`src/rtl/pipeline_stall_ctrl.sv`:
```
// Stall/flush sequencer for the 5-stage pipeline: merges load-use, branch and
// DMEM-wait hazards into per-stage enables, with a DMEM timeout FSM and perf counters.
module pipeline_stall_ctrl #(
    parameter int unsigned MAX_WAIT = 8,
    parameter int unsigned CNT_W    = 16
) (
    input  logic             clk,
    input  logic             rst,
    input  logic             data_nstall_i,
    input  logic             branch_taken_i,
    input  logic             ex_mem_req_i,
    input  logic             dmem_ready_i,
    output logic             pc_write_o,
    output logic             if_id_write_o,
    output logic             if_id_flush_o,
    output logic             id_ex_write_o,
    output logic             id_ex_flush_o,
    output logic             ex_mem_write_o,
    output logic             mem_wb_bubble_o,
    output logic             mem_err_o,
    output logic [CNT_W-1:0] stall_cnt_o,
    output logic [CNT_W-1:0] flush_cnt_o
);

    localparam int unsigned WAIT_W = 8;

    typedef enum logic [1:0] {
        ST_RUN   = 2'd0,
        ST_DWAIT = 2'd1,
        ST_ERR   = 2'd2
    } state_e;

    typedef enum logic [1:0] {
        DEC_NORMAL  = 2'd0,
        DEC_LOADUSE = 2'd1,
        DEC_BRANCH  = 2'd2,
        DEC_FREEZE  = 2'd3
    } dec_e;

    typedef struct packed {
        logic pc_write;
        logic if_id_write;
        logic if_id_flush;
        logic id_ex_write;
        logic id_ex_flush;
        logic ex_mem_write;
        logic mem_wb_bubble;
    } ctrl_t;

    state_e            state_q, state_d;
    logic [WAIT_W-1:0] wait_cnt_q, wait_cnt_d;
    logic              mem_err_q, mem_err_d;
    logic [CNT_W-1:0]  stall_cnt_q, stall_cnt_d;
    logic [CNT_W-1:0]  flush_cnt_q, flush_cnt_d;

    logic  freeze_c;
    dec_e  dec_c;
    ctrl_t ctrl_c;

    // Hazard priority: a pending memory access freezes everything, a taken branch
    // squashes whatever a load-use stall would have held.
    assign freeze_c = ex_mem_req_i && !dmem_ready_i;

    always_comb begin
        dec_c = DEC_NORMAL;
        if (freeze_c) begin
            dec_c = DEC_FREEZE;
        end else if (branch_taken_i) begin
            dec_c = DEC_BRANCH;
        end else if (!data_nstall_i) begin
            dec_c = DEC_LOADUSE;
        end
    end

    // State register
    always_ff @(posedge clk) begin
        if (rst) begin
            state_q     <= ST_RUN;
            wait_cnt_q  <= '0;
            mem_err_q   <= 1'b0;
            stall_cnt_q <= '0;
            flush_cnt_q <= '0;
        end else begin
            state_q     <= state_d;
            wait_cnt_q  <= wait_cnt_d;
            mem_err_q   <= mem_err_d;
            stall_cnt_q <= stall_cnt_d;
            flush_cnt_q <= flush_cnt_d;
        end
    end

    // Next-state: DMEM wait tracking and timeout
    always_comb begin
        state_d    = state_q;
        wait_cnt_d = wait_cnt_q;
        mem_err_d  = mem_err_q;
        unique case (state_q)
            ST_RUN: begin
                if (freeze_c) begin
                    state_d    = ST_DWAIT;
                    wait_cnt_d = WAIT_W'(1);
                end
            end
            ST_DWAIT: begin
                if (!freeze_c) begin
                    state_d    = ST_RUN;
                    wait_cnt_d = '0;
                end else if (wait_cnt_q == WAIT_W'(MAX_WAIT)) begin
                    state_d   = ST_ERR;
                    mem_err_d = 1'b1;
                end else begin
                    wait_cnt_d = wait_cnt_q + WAIT_W'(1);
                end
            end
            ST_ERR: begin
                state_d = ST_ERR;
            end
            default: begin
                state_d    = ST_RUN;
                wait_cnt_d = '0;
            end
        endcase
    end

    // Output decode; reset overrides everything with a full-pipeline bubble
    always_comb begin
        ctrl_c = '{pc_write: 1'b1, if_id_write: 1'b1, if_id_flush: 1'b0,
                   id_ex_write: 1'b1, id_ex_flush: 1'b0, ex_mem_write: 1'b1,
                   mem_wb_bubble: 1'b0};
        if (rst) begin
            ctrl_c = '{pc_write: 1'b0, if_id_write: 1'b0, if_id_flush: 1'b1,
                       id_ex_write: 1'b0, id_ex_flush: 1'b1, ex_mem_write: 1'b0,
                       mem_wb_bubble: 1'b1};
        end else if (state_q == ST_ERR) begin
            ctrl_c = '{pc_write: 1'b0, if_id_write: 1'b0, if_id_flush: 1'b0,
                       id_ex_write: 1'b0, id_ex_flush: 1'b0, ex_mem_write: 1'b0,
                       mem_wb_bubble: 1'b1};
        end else begin
            unique case (dec_c)
                DEC_FREEZE: begin
                    ctrl_c.pc_write      = 1'b0;
                    ctrl_c.if_id_write   = 1'b0;
                    ctrl_c.id_ex_write   = 1'b0;
                    ctrl_c.ex_mem_write  = 1'b0;
                    ctrl_c.mem_wb_bubble = 1'b1;
                end
                DEC_BRANCH: begin
                    ctrl_c.if_id_flush = 1'b1;
                    ctrl_c.id_ex_flush = 1'b1;
                end
                DEC_LOADUSE: begin
                    ctrl_c.pc_write    = 1'b0;
                    ctrl_c.if_id_write = 1'b0;
                    ctrl_c.id_ex_flush = 1'b1;
                end
                default: begin
                    ctrl_c.pc_write = 1'b1;
                end
            endcase
        end
    end

    // Saturating performance counters, frozen once the pipeline has errored out
    always_comb begin
        stall_cnt_d = stall_cnt_q;
        flush_cnt_d = flush_cnt_q;
        if (state_q != ST_ERR) begin
            if (!ctrl_c.pc_write && (stall_cnt_q != {CNT_W{1'b1}})) begin
                stall_cnt_d = stall_cnt_q + CNT_W'(1);
            end
            if ((dec_c == DEC_BRANCH) && (flush_cnt_q != {CNT_W{1'b1}})) begin
                flush_cnt_d = flush_cnt_q + CNT_W'(1);
            end
        end
    end

    assign pc_write_o      = ctrl_c.pc_write;
    assign if_id_write_o   = ctrl_c.if_id_write;
    assign if_id_flush_o   = ctrl_c.if_id_flush;
    assign id_ex_write_o   = ctrl_c.id_ex_write;
    assign id_ex_flush_o   = ctrl_c.id_ex_flush;
    assign ex_mem_write_o  = ctrl_c.ex_mem_write;
    assign mem_wb_bubble_o = ctrl_c.mem_wb_bubble;
    assign mem_err_o       = mem_err_q;
    assign stall_cnt_o     = stall_cnt_q;
    assign flush_cnt_o     = flush_cnt_q;

endmodule

```
`config.mk`:
```
export PLATFORM = sky130hd
export DESIGN_NAME = pipeline_stall_ctrl
export DESIGN_NICKNAME = d
export VERILOG_FILES = /design/src/rtl/pipeline_stall_ctrl.sv
export SDC_FILE = /design/constraint.sdc
export NUM_CORES = 1
export LEC_CHECK = 0
export CAP_MARGIN = 20
export CELL_PAD_IN_SITES_DETAIL_PLACEMENT = 1
export CELL_PAD_IN_SITES_GLOBAL_PLACEMENT = 2
export CORE_UTILIZATION = 32
export DETAILED_ROUTE_END_ITERATION = 8
export PLACE_DENSITY_LB_ADDON = 0.1
export SYNTH_ARGS = -nofsm -noshare
export SYNTH_HDL_FRONTEND = slang
export SYNTH_SLANG_ARGS = --single-unit
```
`constraint.sdc`:
```
create_clock -name clk -period 3.85 [get_ports clk]
set_clock_uncertainty 0.05 [all_clocks]
set_input_delay 0.5775 -clock clk [delete_from_list [all_inputs] [get_ports clk]]
set_output_delay 0.5775 -clock clk [all_outputs]
set_load 0.02 [all_outputs]
```
==> results of run 1 <==
[layout by cell type, fill, tap and decap left out, types with 2 or more instances in the layout]
cell type,n
and4_1,6
xnor2_1,28
nand3_1,12
nand2b_1,3
a211oi_1,3
nand4_1,8
inv_1,6
and3_1,5
or3_1,4
buf_4,3
a21oi_2,2
clkdlybuf4s50_1,44
nand2_1,17
nor3b_1,2
nor3_1,8
nor2b_1,3
a21oi_1,11
ha_1,6
clkbuf_8,6
o21ai_0,8
nor2_1,45
nor4_1,11
dfxtp_1,43
[power breakdown]
group / switching (W) / leakage [nW] / internal [W]
Sequential: 0.0000106 / 0.347 / 0.000451
Clock: 0.000154 / 0.0470 / 0.000141
Combinational: 0.0000522 / 0.541 / 0.0000420
Total: 0.000217 / 0.936 / 0.000634
[worst reg2reg max path, stage by stage (launching register included)]
cell and delay (ns):
dfxtp_1 0.53, nand2b_1 0.35, nand3_1 0.19, or3_1 0.38, or3_1 0.32, a21oi_1 0.13
[metrics by stage]
| stage | power (W) | hold WS, ns | setup slack [ns] | instances |
|---|---|---|---|---|
| final | 0.000851 | 0.421 | 0.463 | 405 |
| after global routing | 0.000894 | 0.451 | 0.319 | 405 |
| after detailed placement | 0.000568 | 0.414 | 0.431 | 398 |
| after global placement | 0.000567 | 0.406 | 0.454 | 398 |
| after floorplan | 0.000529 | 0.424 | 1.20 | 267 |
| after CTS | 0.000867 | 0.434 | 0.423 | 405 |
[synth_stat cells (2+ instances only)]
| master | count |
|---|---|
| nor2_1 | 45 |
| dfxtp_1 | 43 |
| xnor2_1 | 28 |
| nand2_1 | 17 |
| nand3_1 | 12 |
| a21oi_1 | 11 |
| nor4_1 | 11 |
| nand4_1 | 8 |
| nor3_1 | 8 |
| o21ai_0 | 8 |
| and4_1 | 6 |
| clkbuf_1 | 6 |
| ha_1 | 6 |
| inv_1 | 6 |
| and3_1 | 5 |
| or3_1 | 4 |
| a211oi_1 | 3 |
| buf_2 | 3 |
| buf_4 | 3 |
| nand2b_1 | 3 |
| nor2b_1 | 3 |
| a21oi_2 | 2 |
| nor3b_1 | 2 |
[final timing paths]
check,end,startpoint,slack (ns)
worst min register to register,mem_err_o$_SDFFE_PP0P_,mem_err_o$_SDFFE_PP0P_,0.42
worst max-delay path,id_ex_write_o,dmem_ready_i,0.46
worst max register to register,flush_cnt_o[13]$_SDFFE_PP0P_,state_q[0]$_SDFFE_PP0P_,1.82
worst min-delay path,mem_err_o$_SDFFE_PP0P_,mem_err_o$_SDFFE_PP0P_,0.42
[per-layer routing]
layer	GRT usage	up-vias	wire [µm]
met1	0.210	943	2700
met5	0	-	0
li1	-	1014	-
met3	0.0433	7	200
met4	0.0500	0	73
met2	0.283	33	2660
[flip-flops by register name, summed over array words and instances (netlist names)]
signal and flops:
flush_cnt_o 16, mem_err_o 1, stall_cnt_o 16, state_q 2
wait_cnt_q 8
[kinds of logic after synthesis]
group / after synthesis / share of synthesized area
adder cells (fa/ha/maj): 6 / 0.0332
multiplexers: 2 / 0.00940
flip-flops: 43 / 0.381
XOR/XNOR: 29 / 0.112
AO/OA/AOI/OAI: 32 / 0.0907
buffers and inverters: 19 / 0.0426
AND/OR/NAND/NOR: 136 / 0.331
[layout make-up]
type	instances	area, µm²	area share
clock buffer	6	82.6	0.0288
clock inverter	1	5.00	0.00175
inverter	6	22.5	0.00786
multi-input combinational	205	1310	0.456
sequential	43	861	0.301
tap	96	120	0.0419
timing repair buffer	48	468	0.163
==> flow_summary_export.csv, run 1 <==
group,metric,value,unit
status,status,"complete, no violations",
yosys,postSynthCellCount,267,
timing,fin_crit_sh,0.880,
yosys,yosysSeqAreaShare,0.381,
timing,drv_slew,0,
timing,setup_viol,0,
clock_tree,worstSkewPairLatency,0.30,ns
timing,tns,0,ns
route,via_per_inst,4.93,
clock_tree,cts_sinks,43,
die,die_y,86.1,µm
timing,tightest_slew,0.477,ns
route,drtIter0Drc,51,
setup_path,crit_top_cell,"clkdlybuf4s50_1",
layout,n_fill_cell,815,
placement,dpl.hpwl,4.02,mm
yosys,yosys-top-cells-area,"dfxtp_1 38%, xnor2_1 11%, nor2_1 7.5%",
clock_tree,cts_tree,"yes",
yosys,synth_fp_nets,279,
layout,diodes,0,
die,rows,30,
timing,period_needed,3.39,ns
timing,fmax,295,MHz
yosys,ys_seq_elements,43,
route,vias,1997,
route,detail-route-antenna-nets,0,
clock_tree,cts_buffers,5,
clock_tree,clockBufferDepth,2,
timing,final-hold-violation-count,0,
yosys,postSynthAreaPerCell,8.47,µm²
route,wire_per_inst,13.9,µm
clock_tree,cts_root_buf,"clkbuf_8",
die,initial_core_util,0.333,
global_route,grt_max_degree,34,
clock_tree,htree_levels,2,
global_route,antenna_found_initial,0,
worst_hold_path,hold_depth,2,
setup_path,worstPathArrival,2.76,ns
job,cap_violations,0,
power,ir_drop,0.126,mV
placement,gp_congestion,0.784,
timing,rsz0062_at_grt,"false",
yosys,synth_area_leader_cell,"dfxtp_1",
setup_path,start_kind,"primary input",
global_route,grt_pass1_vias,2068,
setup_path,worst-path-max-fanout,4,
global_route,grt_pass1_wl,9.89,mm
global_route,overflow,0,
yosys,synth-edff-count,0,
yosys,synth_ff_type,"dfxtp_1",
setup_path,cpMaxStageDelayCell,"clkdlybuf4s50_1",
placement,placed_area,2780,µm²
layout,num-nets-final,321,
setup_path,critPathBufInv,3,
setup_path,cp_cell_sequence,"clkdlybuf4s50_1 > nor2b_1 > or2_2 > ha_1 > or3_1 > inv_1 > clkdlybuf4s50_1",
yosys,synth_area,2260,µm²
clock_tree,cts_hold_buf,0,
route,drt-total-wl,5.63,mm
setup_path,slowest_delay,0.61,ns
global_route,grt_usage,0.168,
setup_path,cp.depth,7,
power,p_per_area,297,nW/µm²
setup_path,critPathTopFamily,"buffers and inverters",
clock_tree,cts_setup_buffers,0,
route,drc,0,
yosys,yosys_warnings,0,
timing,slew_headroom,0.682,
setup_path,required,3.22,ns
setup_path,setup.worst_path.class,"primary input to primary output",
power,leakagePower,0.936,nW
layout,post-route-util,0.422,
layout,syn_to_final_growth,26.6,%
die,num_io_pins,46,
die,die_area,7410,µm²
setup_path,reg2reg_depth,5,
die,core,6790,µm²
yosys,yosysTopAreaCellShare,0.381,
yosys,ys_types,47,
yosys,async_flop_share,0,
die,die_w,86.1,µm
worst_hold_path,hold_class,"flop to flop",
clock_tree,clk_pin_slew_worst_paths,0.08,ns
route,drtPass1Iterations,3,
layout,drive_gt1_frac,0.0777,
layout,final_area,2860,µm²
placement,port_buffers,45,
setup_path,endpoint_kind,"primary output",
clock_tree,post_cts_resized,0,
No activity file was read; power rests on OpenSTA's default activity.
==> run 2: changes to the inputs <==
Settings changed: CORE_ASPECT_RATIO from default to 1.5.
==> run 2 against run 1 <==
- the run now ends with design-rule violations left
- clock-buffer cell count up 1
- fmax up 0.27%
- routed wire length up 3.7%
- setup slack better by 0.0092 ns
- sequential power about the same
- cell count down 4.2%
- critical path type unchanged
- critical endpoint is now ex_mem_write_o
- largest cell class unchanged
==> flow_summary_export.csv, run 2 (same netlist as run 1, synthesis figures left out) <==
group,metric,value,unit
timing,tightest_slew,0.475,ns
layout,final_cell_mix,"45 x nor2_1, 44 x clkdlybuf4s50_1, 43 x dfxtp_1, 28 x xnor2_1, 17 x nand2_1",
layout,syn_to_final_growth,25.3,%
placement,gp_congestion,0.768,
route,detail-route-antenna-nets,0,
timing,slew_headroom,0.683,
status,status,"complete, but fails checks",
die,num_io_pins,46,
timing,tns,0,ns
layout,drive_gt1_frac,0.0742,
setup_path,cpMaxStageDelayCell,"clkdlybuf4s50_1",
die,rows,37,
timing,setup_viol,0,
global_route,grt_pass1_wl,9.98,mm
clock_tree,cts_hold_buf,0,
die,die_y,105,µm
status,violations,"design-rule violations",
die,die_area,7420,µm²
timing,final-hold-violation-count,0,
clock_tree,cts_sinks,43,
timing,rsz0062_at_grt,"false",
clock_tree,cts_tree,"yes",
clock_tree,cts_buffers,5,
setup_path,critPathTopFamily,"buffers and inverters",
route,wire_per_inst,15.1,µm
setup_path,cp_cell_sequence,"clkdlybuf4s50_1 > nor2b_1 > or2_2 > ha_1 > or3_1 > inv_1 > clkdlybuf4s50_1",
clock_tree,cts_setup_buffers,0,
power,leakagePower,0.931,nW
setup_path,slowest_delay,0.60,ns
route,via_per_inst,5.31,
route,drtIter0Drc,59,
clock_tree,clockBufferDepth,2,
global_route,grt_usage,0.166,
global_route,grt_pass1_vias,2118,
setup_path,worst-path-max-fanout,4,
die,core,6850,µm²
route,drc,4,
setup_path,setup.worst_path.class,"primary input to primary output",
placement,dp.cells,380,
setup_path,required,3.22,ns
setup_path,crit_top_cell,"clkdlybuf4s50_1",
global_route,overflow,0,
clock_tree,worstSkewPairLatency,0.30,ns
layout,num-nets-final,321,
power,ir_drop,0.161,mV
layout,diodes,0,
layout,final-instance-count-excl-fill,388,
timing,fin_crit_sh,0.877,
job,cap_violations,0,
setup_path,start_kind,"primary input",
placement,dpl.hpwl,4.24,mm
timing,fmax,296,MHz
die,die_w,70.7,µm
route,drt-total-wl,5.84,mm
global_route,antenna_found_initial,0,
setup_path,critPathBufInv,3,
power,p_per_area,298,nW/µm²
worst_hold_path,hold_class,"flop to flop",
clock_tree,clk_pin_slew_worst_paths,0.09,ns
layout,final_common_cell,"nor2_1",
timing,drv_slew,0,
die,initial_core_util,0.330,
clock_tree,htree_levels,2,
setup_path,worstPathArrival,2.75,ns
setup_path,endpoint_kind,"primary output",
layout,n_fill_cell,814,
clock_tree,post_cts_resized,0,
placement,port_buffers,45,
global_route,grt_max_degree,36,
route,drtPass1Iterations,6,
timing,period_needed,3.38,ns
route,vias,2061,
clock_tree,cts_root_buf,"clkbuf_8",
run 2: through the flow:
step	total power [W]	area (µm²)	worst slack, ns	hold WS [ns]	utilization
2_1_floorplan	0.000529	2260	1.20	0.424	-
3_3_place_gp	0.000568	2750	0.488	0.399	0.402
3_5_place_dp	0.000569	2750	0.456	0.431	0.402
4_1_cts	0.000857	2840	0.451	0.452	0.414
5_1_grt	0.000883	2840	0.379	0.473	0.414
6_report	0.000844	2840	0.472	0.439	0.414
run 2: worst paths after layout:
check | startpoint | end | slack [ns] | cells after the start
max | dmem_ready_i | ex_mem_write_o | 0.47 | 7
min | mem_err_o$_SDFFE_PP0P_ | mem_err_o$_SDFFE_PP0P_ | 0.44 | 2
max reg2reg | state_q[0]$_SDFFE_PP0P_ | flush_cnt_o[13]$_SDFFE_PP0P_ | 1.78 | 5
min reg2reg | mem_err_o$_SDFFE_PP0P_ | mem_err_o$_SDFFE_PP0P_ | 0.44 | 2
run 2: worst reg2reg max path, stage by stage (launching register included):
cell,delay [ns]
dfxtp_1,0.52
nand2b_1,0.38
nand3_1,0.19
or3_1,0.41
or3_1,0.33
a21oi_1,0.13
run 2: cell type report:
type | count | area [µm²] | area share
multi-input combinational | 205 | 1310 | 0.460
sequential | 43 | 861 | 0.304
timing repair buffer | 48 | 468 | 0.165
tap | 78 | 97.6 | 0.0344
clock buffer | 7 | 76.3 | 0.0269
inverter | 6 | 22.5 | 0.00794
clock inverter | 1 | 5.00 | 0.00177
run 2: power by group:
group / internal (W) / switching (W)
clock network: 0.000128 / 0.000160
registers: 0.000451 / 0.0000102
logic: 0.0000423 / 0.0000527
run 2: per-layer routing:
metal / part of all wire / track usage / routed length (µm) / vias to the layer above
li1: - / - / - / 1017
met1: 0.42 / 0.187 / 2450 / 1000
met2: 0.54 / 0.307 / 3130 / 35
met3: 0.026 / 0.0270 / 149 / 9
met4: 0.019 / 0.0614 / 112 / 0
met5: 0 / 0 / 0 / -
==> run 3: changes to the inputs <==
Settings changed: CORE_ASPECT_RATIO 1.5 to default.
==> results of run 3 <==
No change in the layout: final DEF, timing and power equal those of run 1.
